$ cat config.mk
export PLATFORM = sky130hd
export DESIGN_NAME = fp_operand_queue
export DESIGN_NICKNAME = d
export VERILOG_FILES = /design/src/rtl/fp_operand_queue.sv
export SDC_FILE = /design/constraint.sdc
export NUM_CORES = 1
export LEC_CHECK = 0
export BUFFER_PORTS_ARGS = -buffer_cell sky130_fd_sc_hd__buf_2
export CORE_UTILIZATION = 45
export CTS_CLUSTER_DIAMETER = 60
export DETAILED_ROUTE_END_ITERATION = 12
export HOLD_SLACK_MARGIN = 0.02
export MAX_ROUTING_LAYER = met4
export PLACE_DENSITY = 0.65
export SYNTH_ARGS = -nofsm -noshare
export SYNTH_HDL_FRONTEND = slang
export SYNTH_SLANG_ARGS = --single-unit
export TNS_END_PERCENT = 1
$ cat constraint.sdc
create_clock -name clk -period 8 [get_ports clk]
set_input_delay 1.6 -clock clk [delete_from_list [all_inputs] [get_ports clk]]
set_output_delay 1.6 -clock clk [all_outputs]
set_load 0.02 [all_outputs]
$ cat src/rtl/fp_operand_queue.sv
// rtl/fp_operand_queue.sv - operand-pair FIFO feeding fp_mul's split stb/ack inputs
//
// Purpose:
//   Buffers (a, b) operand pairs arriving on a valid/ready push port and
//   presents the head pair to fp_mul on two independent stb/ack handshakes.
//   A pair is popped only once both of its operands have been accepted.
//
// Ports:
//   clk, rst                  clock (rising edge), async active-high reset
//   push_a, push_b            incoming operand pair
//   push_valid / push_ready   push handshake; ready depends on registered count only
//   input_a, input_a_stb      head operand a to fp_mul, and its strobe
//   input_a_ack               fp_mul accepts input_a
//   input_b, input_b_stb      head operand b to fp_mul, and its strobe
//   input_b_ack               fp_mul accepts input_b
//   count                     pairs currently held, 0..DEPTH
//   issued                    pairs fully delivered since reset, modulo 2^16

module fp_operand_queue #(
   parameter int WIDTH = 32,
   parameter int DEPTH = 4,
   localparam int CW   = $clog2(DEPTH) + 1
) (
   input  logic             clk,
   input  logic             rst,
   input  logic [WIDTH-1:0] push_a,
   input  logic [WIDTH-1:0] push_b,
   input  logic             push_valid,
   output logic             push_ready,
   output logic [WIDTH-1:0] input_a,
   output logic             input_a_stb,
   input  logic             input_a_ack,
   output logic [WIDTH-1:0] input_b,
   output logic             input_b_stb,
   input  logic             input_b_ack,
   output logic [CW-1:0]    count,
   output logic [15:0]      issued
);

   localparam int          AW      = (DEPTH > 1) ? $clog2(DEPTH) : 1;
   localparam logic [CW-1:0] DEPTH_C = CW'(DEPTH);

   // Storage is not reset: a cleared count makes any stale contents unreachable.
   logic [WIDTH-1:0] mem_a_q [DEPTH];
   logic [WIDTH-1:0] mem_b_q [DEPTH];

   logic [AW-1:0] wr_ptr_q, wr_ptr_d;
   logic [AW-1:0] rd_ptr_q, rd_ptr_d;
   logic [CW-1:0] count_q,  count_d;
   logic          a_done_q, a_done_d;
   logic          b_done_q, b_done_d;
   logic [15:0]   issued_q, issued_d;

   logic empty;
   logic push;
   logic a_xfer;
   logic b_xfer;
   logic pop;

   // ---------------------------------------------------------------
   // Handshake decode. Strobes come from registered state only, so an
   // ack can never combinationally feed back into a strobe or ready.
   // ---------------------------------------------------------------
   always_comb begin
      empty       = (count_q == '0);
      push_ready  = (count_q < DEPTH_C);
      push        = push_valid && push_ready;

      input_a_stb = !empty && !a_done_q;
      input_b_stb = !empty && !b_done_q;
      a_xfer      = input_a_stb && input_a_ack;
      b_xfer      = input_b_stb && input_b_ack;

      // Pop when each operand is either already delivered or delivering now;
      // this covers either order and the same-edge case.
      pop         = (a_done_q || a_xfer) && (b_done_q || b_xfer);

      input_a     = empty ? '0 : mem_a_q[rd_ptr_q];
      input_b     = empty ? '0 : mem_b_q[rd_ptr_q];

      count       = count_q;
      issued      = issued_q;
   end

   // ---------------------------------------------------------------
   // Next-state logic
   // ---------------------------------------------------------------
   always_comb begin
      wr_ptr_d = push ? wr_ptr_q + AW'(1) : wr_ptr_q;
      rd_ptr_d = pop  ? rd_ptr_q + AW'(1) : rd_ptr_q;

      // Done flags clear on pop so the next head is strobed with no gap.
      a_done_d = pop ? 1'b0 : (a_done_q || a_xfer);
      b_done_d = pop ? 1'b0 : (b_done_q || b_xfer);

      issued_d = pop ? issued_q + 16'd1 : issued_q;

      case ({push, pop})
         2'b10:   count_d = count_q + CW'(1);
         2'b01:   count_d = count_q - CW'(1);
         default: count_d = count_q;
      endcase
   end

   // ---------------------------------------------------------------
   // State registers
   // ---------------------------------------------------------------
   always_ff @(posedge clk or posedge rst) begin
      if (rst) begin
         wr_ptr_q <= '0;
         rd_ptr_q <= '0;
         count_q  <= '0;
         a_done_q <= 1'b0;
         b_done_q <= 1'b0;
         issued_q <= '0;
      end else begin
         wr_ptr_q <= wr_ptr_d;
         rd_ptr_q <= rd_ptr_d;
         count_q  <= count_d;
         a_done_q <= a_done_d;
         b_done_q <= b_done_d;
         issued_q <= issued_d;
      end
   end

   always_ff @(posedge clk) begin
      if (push) begin
         mem_a_q[wr_ptr_q] <= push_a;
         mem_b_q[wr_ptr_q] <= push_b;
      end
   end

endmodule

# After elaboration in Yosys (flattened, before gate mapping)
# Memory sizes are Yosys's and may differ from the RTL's.
# Cells that the tools add are included.
# totals
ff_bits	25
mem_bits_rw	256
in_bits	69
out_inout_bits	86
word_cells	36
memories	2
# op_classes
addsub	5
order_cmp	1
n_eq_ne	2
muxes	7
n_reduce_logical	13
# memory_table
memory	words	width	read_ports	rd_clocked_by_memory_dff	wr	line_no	source
mem_a_q	4	32	1	0	1	44	logic [WIDTH-1:0] mem_a_q [DEPTH];
mem_b_q	4	32	1	0	1	45	logic [WIDTH-1:0] mem_b_q [DEPTH];
# ops
op	count
two-way mux 32 bit	2
adder 16 x 1 -> 16 bit (second input constant)	1
logical AND 1 bit	6
case mux 3 bit (2 select lines)	1
adder 2 x 1 -> 2 bit (second input constant)	2
two-way mux 1 bit	4
adder 3 x 1 -> 3 bit (second input constant)	1
logical NOT 1 bit	3
logical NOT 3 bit	1
< comparator 3 bit (second input constant)	1
subtractor 3 x 1 -> 3 bit (second input constant)	1
== test 2 x 1 -> 1 bit (second input constant)	1
== test 2 bit (second input constant)	1
logical OR 1 bit	2
nonzero test 2 bit	1

# Logic depth before layout (Yosys ltp)
# Gate-level depths: netlist of the first run.
# logic_depth
depth_word	8
depth_mapped	10
mapped_depth_nobuf	9

# Least setup slack after synthesis of the first run
# OpenSTA, ideal clock, no wires.
# synth_timing
path_kind	input-to-reg
start	input push_valid
end	memory mem_a_q[0][0] (enable)
setup_ns	0.429
t_arrival_ns	3.479
required_ns	7.571
path_slack_ns	4.092
cell_stages	3
n_path_buf	1
path_cell_list	nor2b_1 clkbuf_1 and2_1
# synth_via
elab_chain_len	3
# synth_rtl
item	line_no	source
from (decl)	28	input logic push_valid,
logical AND 1 bit	67	push = push_valid && push_ready;
two-way mux 1 bit	127	if (push) begin
two-way mux 1 bit (implied by the code)	128	mem_a_q[wr_ptr_q] <= push_a;
to (decl)	44	
# No other way between the ends.

# Worst setup path after layout of the first run
# layout_timing
start	register rd_ptr_q[0]
end	output input_b[3]
# layout_via
elab_chain_len	2
# layout_rtl
item	line_no	source
from (decl)	48	logic [AW-1:0] rd_ptr_q, rd_ptr_d;
from (signal assigned)	118	rd_ptr_q <= rd_ptr_d;
memory read (4 x 32 bit)	-	
two-way mux 32 bit	79	input_b = empty ? '0 : mem_b_q[rd_ptr_q];
to (decl)	33	output logic [WIDTH-1:0] input_b,
# No other way between the ends.

==> metrics.csv, run 1 <==
stage,metric,value,unit
status,status,"finished, final reports clean",
run,MaxCap Viol Count,0,
global_routing,first-pass GRT wire length,31.5,mm
layout,Area Growth Syn to Fin,17.7,%
die,IO Pins,155,
layout,share of cells above drive strength 1,37.4,%
timing,RSZ-0062 raised after global routing,no,
yosys,Synth warnings,0,
placement,Placed Cells,976,
cts,CTS H-Tree Depth,1,
yosys,mapped cell area,10900,um^2
timing,setup_tns,0,ps
hold_path,hold path start,issued[15],
yosys,most common cell in the netlist,edfxtp_1,
critical_path,R2R setup slack,5740,ps
cts,clock root buffer,clkbuf_16,
placement,I/O Buffers,154,
die,core area,23600,um^2
placement,Detailed Place HPWL,11.6,mm
yosys,top cell types by occurrence after synthesis,"256 x edfxtp_1, 66 x nor2b_1, 64 x mux4_2",
power_and_ir_drop,Peak supply drop,254,uV
critical_path,worst reg2reg endpoint,mem_b_q[2][6],
critical_path,R2R depth,2,
detailed_routing,WL final,20.3,mm
cts,CTS Buf Count,29,
cts,post_cts resized,0,
layout,# fillers,1867,
yosys,leading area contributor after synthesis,edfxtp_1,
yosys,"EDFF count, synth",256,
timing,Clock Skews,18.0,ps
die,initial core utilization,46.3,%
detailed_routing,vias,5345,
critical_path,CP arrival,3070,ps
cts,clk buf depth,3,
cts,clock-pin slew on the worst setup and hold paths,60,ps
timing,fraction of the cycle the final worst path needs,58.3,%
global_routing,largest net degree at the start of global routing,66,
power_and_ir_drop,leakage power,0.00458,uW
yosys,Yosys cell types,36,
critical_path,"slowest stage delay, CP",910,ps
yosys,Syn Inst Count,524,
cts,clk sink count,281,
hold_path,Hold EP,issued[15],
yosys,sequential area share after synthesis,76.1,%
yosys,top cell type's share of synthesized area,70.3,%
critical_path,endpoint class of the critical path,output pin,
global_routing,vias in the first global route,5738,
die,Die Y,158,um
cts,CTS tree,done,
cts,Post-CTS Setup Bufs,0,
critical_path,worst-path cell chain,"buf_4, mux4_2, nor2b_1, buf_2",
global_routing,initial antenna violation count,3,
timing,setup violators final,0,
detailed_routing,first drt pass iteration count,5,
critical_path,CP max FO,36,
detailed_routing,DRC errors left,0,
critical_path,stages on the worst setup path,4,
detailed_routing,Iter 0 DRT Violations,207,
yosys,"Async S/R FF share, synth",8.90,%
hold_path,Worst Hold Depth,1,
yosys,synth top area cells,"edfxtp_1 70%, mux4_2 13%, dfrtp_1 5.7%, nor2b_1 3.8%, xnor2_1 0.88%",
timing,Tmin final,4670,ps
yosys,"Primary FF master, synth",edfxtp_1,
die,Std-Cell Rows,56,
critical_path,CP required,6400,ps
yosys,mean post-synth cell area,20.9,um^2
hold_path,hold crit path type,reg -> reg,
critical_path,Slowest cell on crit path,dfrtp_4,
timing,Worst Tran Pin Value,1040,ps
placement,GP Congestion,0.748,
timing,"Hold Vio Cnt, Final",0,
global_routing,Global Route Usage Sum,17.4,%
detailed_routing,DRT antenna net count,0,
critical_path,"Worst Path Class, Setup",reg -> out,
critical_path,critical path startpoint category,register,
critical_path,Worst path top cell family by delay,flip-flops,
layout,Non-Filler Instances,1031,
critical_path,WP buf/inv,2,
die,die area,24900,um^2
layout,fin nets,764,
timing,Rel. slew slack,30.6,%
detailed_routing,vias per cell,5.18,
die,DIE WIDTH,158,um
cts,hold_buf cts,0,
timing,max-slew violations,0,
critical_path,reg-to-reg startpoint,count[2],
timing,fmax,0.214,GHz
yosys,Mapped Nets,600,
cts,clock latency on the worst-skew pair,530,ps
power_and_ir_drop,power per cell area,375,nW/um^2
yosys,#FFs+latches synth,281,
detailed_routing,WL per Instance,19.7,um
global_routing,global-route congestion overflow total,0,
where the power goes:
group | internal, uW | leakage [uW] | total (uW) | switching [uW]
clock network | 690 | 0.000410 | 1200 | 511
logic | 687 | 0.00154 | 1570 | 882
registers | 1840 | 0.00263 | 2060 | 215
registers in the layout, summed over array words and instances, names as in the netlist:
name      cells
a_done_q      1
b_done_q      1
count         3
issued       16
mem_a_q     128
mem_b_q     128
rd_ptr_q      2
wr_ptr_q      2
per-stage QoR:
| step | utilization [%] | area, um^2 | total power (uW) | hold WS, ps | worst slack (ps) |
|---|---|---|---|---|---|
| 6_report | 54.5 | 12900 | 4830 | 474 | 3330 |
| 5_1_grt | 54.5 | 12900 | 5080 | 480 | 3070 |
| 4_1_cts | 54.5 | 12900 | 4910 | 468 | 3180 |
| 3_5_place_dp | 50.9 | 12000 | 3690 | 458 | 3740 |
| 3_3_place_gp | 50.9 | 12000 | 3670 | 454 | 3760 |
| 2_1_floorplan | - | 10900 | 3170 | 530 | 4090 |
cell type report:
type | count | area (um^2) | share of cell area, %
Antenna cell | 3 | 7.51 | 0.0583
Clock buffer | 36 | 752 | 5.84
Clock inverter | 16 | 90.1 | 0.700
Inverter | 14 | 55.1 | 0.428
Multi-Input combinational cell | 206 | 2460 | 19.1
Sequential cell | 281 | 8320 | 64.7
Tap cell | 319 | 399 | 3.10
Timing Repair Buffer | 156 | 786 | 6.11
metal layers:
metal  GRT usage, %  share of wire (%)  vias to the layer above  routed length [um]
li1               -                  -                     2410                   -
met1           21.1                 41                     2760                8330
met2           29.5                 51                      140               10300
met3           3.83                6.1                       35                1230
met4           4.48                2.2                        0                 437
met5              -                  0                        -                   0
how the worst max path moves through the flow:
stage	from	end	slack (ps)
floorplan	push_valid	mem_a_q[0][0]	4090
global placement	rd_ptr_q[0]	input_b[3]	3760
detailed placement	rd_ptr_q[0]	input_a[1]	3740
CTS	rd_ptr_q[0]	input_a[1]	3180
global route	rd_ptr_q[0]	input_b[15]	3070
finish	rd_ptr_q[0]	input_b[3]	3330
placed cells by master, fill, tap and decap left out, types with 10 or more instances in the layout:
| cell type | instances |
|---|---|
| edfxtp_1 | 256 |
| buf_2 | 154 |
| nor2b_1 | 66 |
| mux4_2 | 64 |
| clkbuf_16 | 29 |
| dfrtp_1 | 23 |
| inv_1 | 13 |
| clkinv_1 | 12 |
| xnor2_1 | 11 |
| nand2_1 | 10 |
| xor2_1 | 10 |
logic make-up after synthesis:
logic type      after synthesis  synth area share [%]
compound gates               10                 0.813
xor+xnor                     21                  1.68
fa+ha+maj                     7                 0.870
buf+inv                      37                  1.60
flops                       281                  76.1
mux                          65                  13.3
simple gates                103                  5.70
No activity file was read; power rests on OpenSTA's default activity.
==> run 2: changes to the inputs <==
==> constraint.sdc (replaced) <==
create_clock -name clk -period 4.5 [get_ports clk]
set_input_delay 0.9 -clock clk [delete_from_list [all_inputs] [get_ports clk]]
set_output_delay 0.9 -clock clk [all_outputs]
set_load 0.02 [all_outputs]
==> run 2 against run 1 <==
  * Sequential power rose by 75%
  * Via count rose by 1.2%
  * Non-clock buffer count increased by 2
  * Sequential share of layout area down 0.86 points
  * Hold slack gained 19 ps
  * Critical path type unchanged
  * Wire length up 1.8%
  * Design area increased by 1.4%
  * First-iteration DRC count rose by 62%
  * Clock-buffer cell count down 1
  * Clock skew fell by 13 ps
  * Critical endpoint is now input_a[2]
==> metrics.csv, run 2 (synthesized netlist as in run 1, its figures left out) <==
stage,metric,value,unit,change
timing,fraction of the cycle the final worst path needs,76.2,%,
cts,post_cts resized,0,,unchanged
layout,Area Growth Syn to Fin,19.3,%,
global_routing,vias in the first global route,5888,,+2.6%
power_and_ir_drop,power per cell area,682,nW/um^2,+82%
timing,Clock Skews,5.30,ps,-12.7 ps
critical_path,CP required,3600,ps,-2800 ps
layout,Storage cell area,8320,um^2,unchanged
timing,Worst Tran Pin Value,1020,ps,-15.9 ps
die,Std-Cell Rows,56,,unchanged
timing,Rel. slew slack,31.9,%,+1.3 points
global_routing,first-pass GRT wire length,32.1,mm,+2.0%
placement,DP Area,12000,um^2,+0.23%
detailed_routing,DRT antenna net count,0,,unchanged
die,initial core utilization,46.3,%,unchanged
detailed_routing,DRC errors left,0,,unchanged
die,core area,23600,um^2,unchanged
global_routing,initial antenna violation count,4,,+1
timing,"Hold Vio Cnt, Final",0,,unchanged
cts,clock latency on the worst-skew pair,530,ps,about the same
global_routing,Global Route Usage Sum,17.7,%,+0.36 points
layout,multi-input combinational cell area,2460,um^2,unchanged
global_routing,global-route congestion overflow total,0,,unchanged
layout,fin nets,767,,+0.39%
status,status,"finished, final reports clean",,
die,DIE WIDTH,158,um,unchanged
power_and_ir_drop,Pwr Total,8890,uW,+84%
cts,CTS Buf Count,30,,+3.4%
die,IO Pins,155,,unchanged
layout,most frequent cells in the layout,"256 x edfxtp_1, 154 x buf_2, 66 x nor2b_1",,
power_and_ir_drop,leakage power,0.00467,uW,+1.8%
cts,clock root buffer,clkbuf_16,,
timing,max-slew violations,0,,unchanged
critical_path,critical path startpoint category,register,,
cts,Post-CTS Setup Bufs,0,,unchanged
critical_path,CP max FO,23,,-36%
detailed_routing,first drt pass iteration count,4,,-1
timing,RSZ-0062 raised after global routing,no,,
detailed_routing,vias per cell,5.21,,+0.40%
cts,CTS H-Tree Depth,1,,unchanged
cts,clk sink count,281,,unchanged
timing,Tmin final,3430,ps,
cts,hold_buf cts,0,,unchanged
timing,hold_ws,493,ps,+18.8 ps
timing,fmax,0.292,GHz,
placement,GP Congestion,0.742,,-0.70%
layout,most common library cell in the layout ignoring fill and taps,edfxtp_1,,
layout,share of cells above drive strength 1,39.0,%,+1.6 points
global_routing,largest net degree at the start of global routing,66,,unchanged
detailed_routing,WL per Instance,19.9,um,+1.1%
hold_path,hold crit path type,reg -> reg,,
detailed_routing,vias,5408,,+1.2%
cts,clock-pin slew on the worst setup and hold paths,60,ps,about the same
layout,# fillers,1898,,+1.7%
layout,post-route cell area,13000,um^2,+1.4%
detailed_routing,Iter 0 DRT Violations,335,,+62%
critical_path,CP arrival,2530,ps,-540 ps
detailed_routing,WL final,20.7,mm,+1.8%
cts,CTS tree,done,,
cts,clk buf depth,3,,unchanged
timing,setup violators final,0,,unchanged
placement,Detailed Place HPWL,11.9,mm,+3.2%
critical_path,"Worst Path Class, Setup",reg -> out,,
power_and_ir_drop,Peak supply drop,409,uV,+61%
run,MaxCap Viol Count,0,,unchanged
critical_path,endpoint class of the critical path,output pin,,
die,Die Y,158,um,unchanged
placement,I/O Buffers,154,,unchanged
timing,setup_tns,0,ps,unchanged
die,die area,24900,um^2,unchanged
==> run 2: cell count changes in the layout (fill, tap and decap cells not counted), moves of 2 or more <==
cell | previous run | this run
bufinv_16 | 1 | 3
clkbuf_16 | 29 | 31
clkinv_2 | 3 | 6
inv_8 | 0 | 2
clkinvlp_4 | 0 | 2
clkbuf_1 | 7 | 4
diode_2 | 3 | 5
clkinv_1 | 12 | 7
==> run 2: through the flow <==
step / utilization (%) / std cells / setup slack [ps]
2_1_floorplan: - / 524 / 1290
3_3_place_gp: 51.0 / 978 / 1590
3_5_place_dp: 51.0 / 978 / 1550
4_1_cts: 55.2 / 1034 / 975
5_1_grt: 55.2 / 1038 / 909
6_report: 55.2 / 1039 / 1070
==> run 2: power breakdown <==
group,switching [uW],internal [uW],total (uW)
combinational,1640,1240,2880
clock,972,1430,2400
sequential,325,3280,3610
==> run 2: worst paths after layout <==
check,startpoint,to,slack [ps],cells after the start
hold / removal,issued[12],issued[12],490,1
hold reg to reg,issued[12],issued[12],490,1
setup / recovery,rd_ptr_q[0],input_a[2],1070,4
min in group asynchronous,rst,issued[15],590,2
max in group asynchronous,rst,rd_ptr_q[1],3180,2
setup reg to reg,count[2],mem_b_q[0][6],2120,2
==> run 2: cell type report <==
| type | count | area share (%) |
|---|---|---|
| antenna | 5 | 0.0959 |
| sequential | 281 | 63.8 |
| clock inverter | 21 | 1.48 |
| inverter | 14 | 0.422 |
| tap | 319 | 3.06 |
| timing repair buffer | 158 | 6.24 |
| multi-input combinational | 206 | 18.9 |
| clock buffer | 35 | 6.06 |
==> run 2: critical path, stage by stage, from the launching register on <==
cell and delay [ps]:
dfrtp_4 590, buf_4 480, mux4_2 570, nor2b_1 160, buf_2 170
==> run 2: routing by layer <==
layer,GRT usage (%),vias up,part of all wire [%]
met5,-,-,0
met4,4.72,0,1.6
met3,4.11,30,5.9
met2,30.3,138,52
met1,21.2,2815,41
li1,-,2425,-
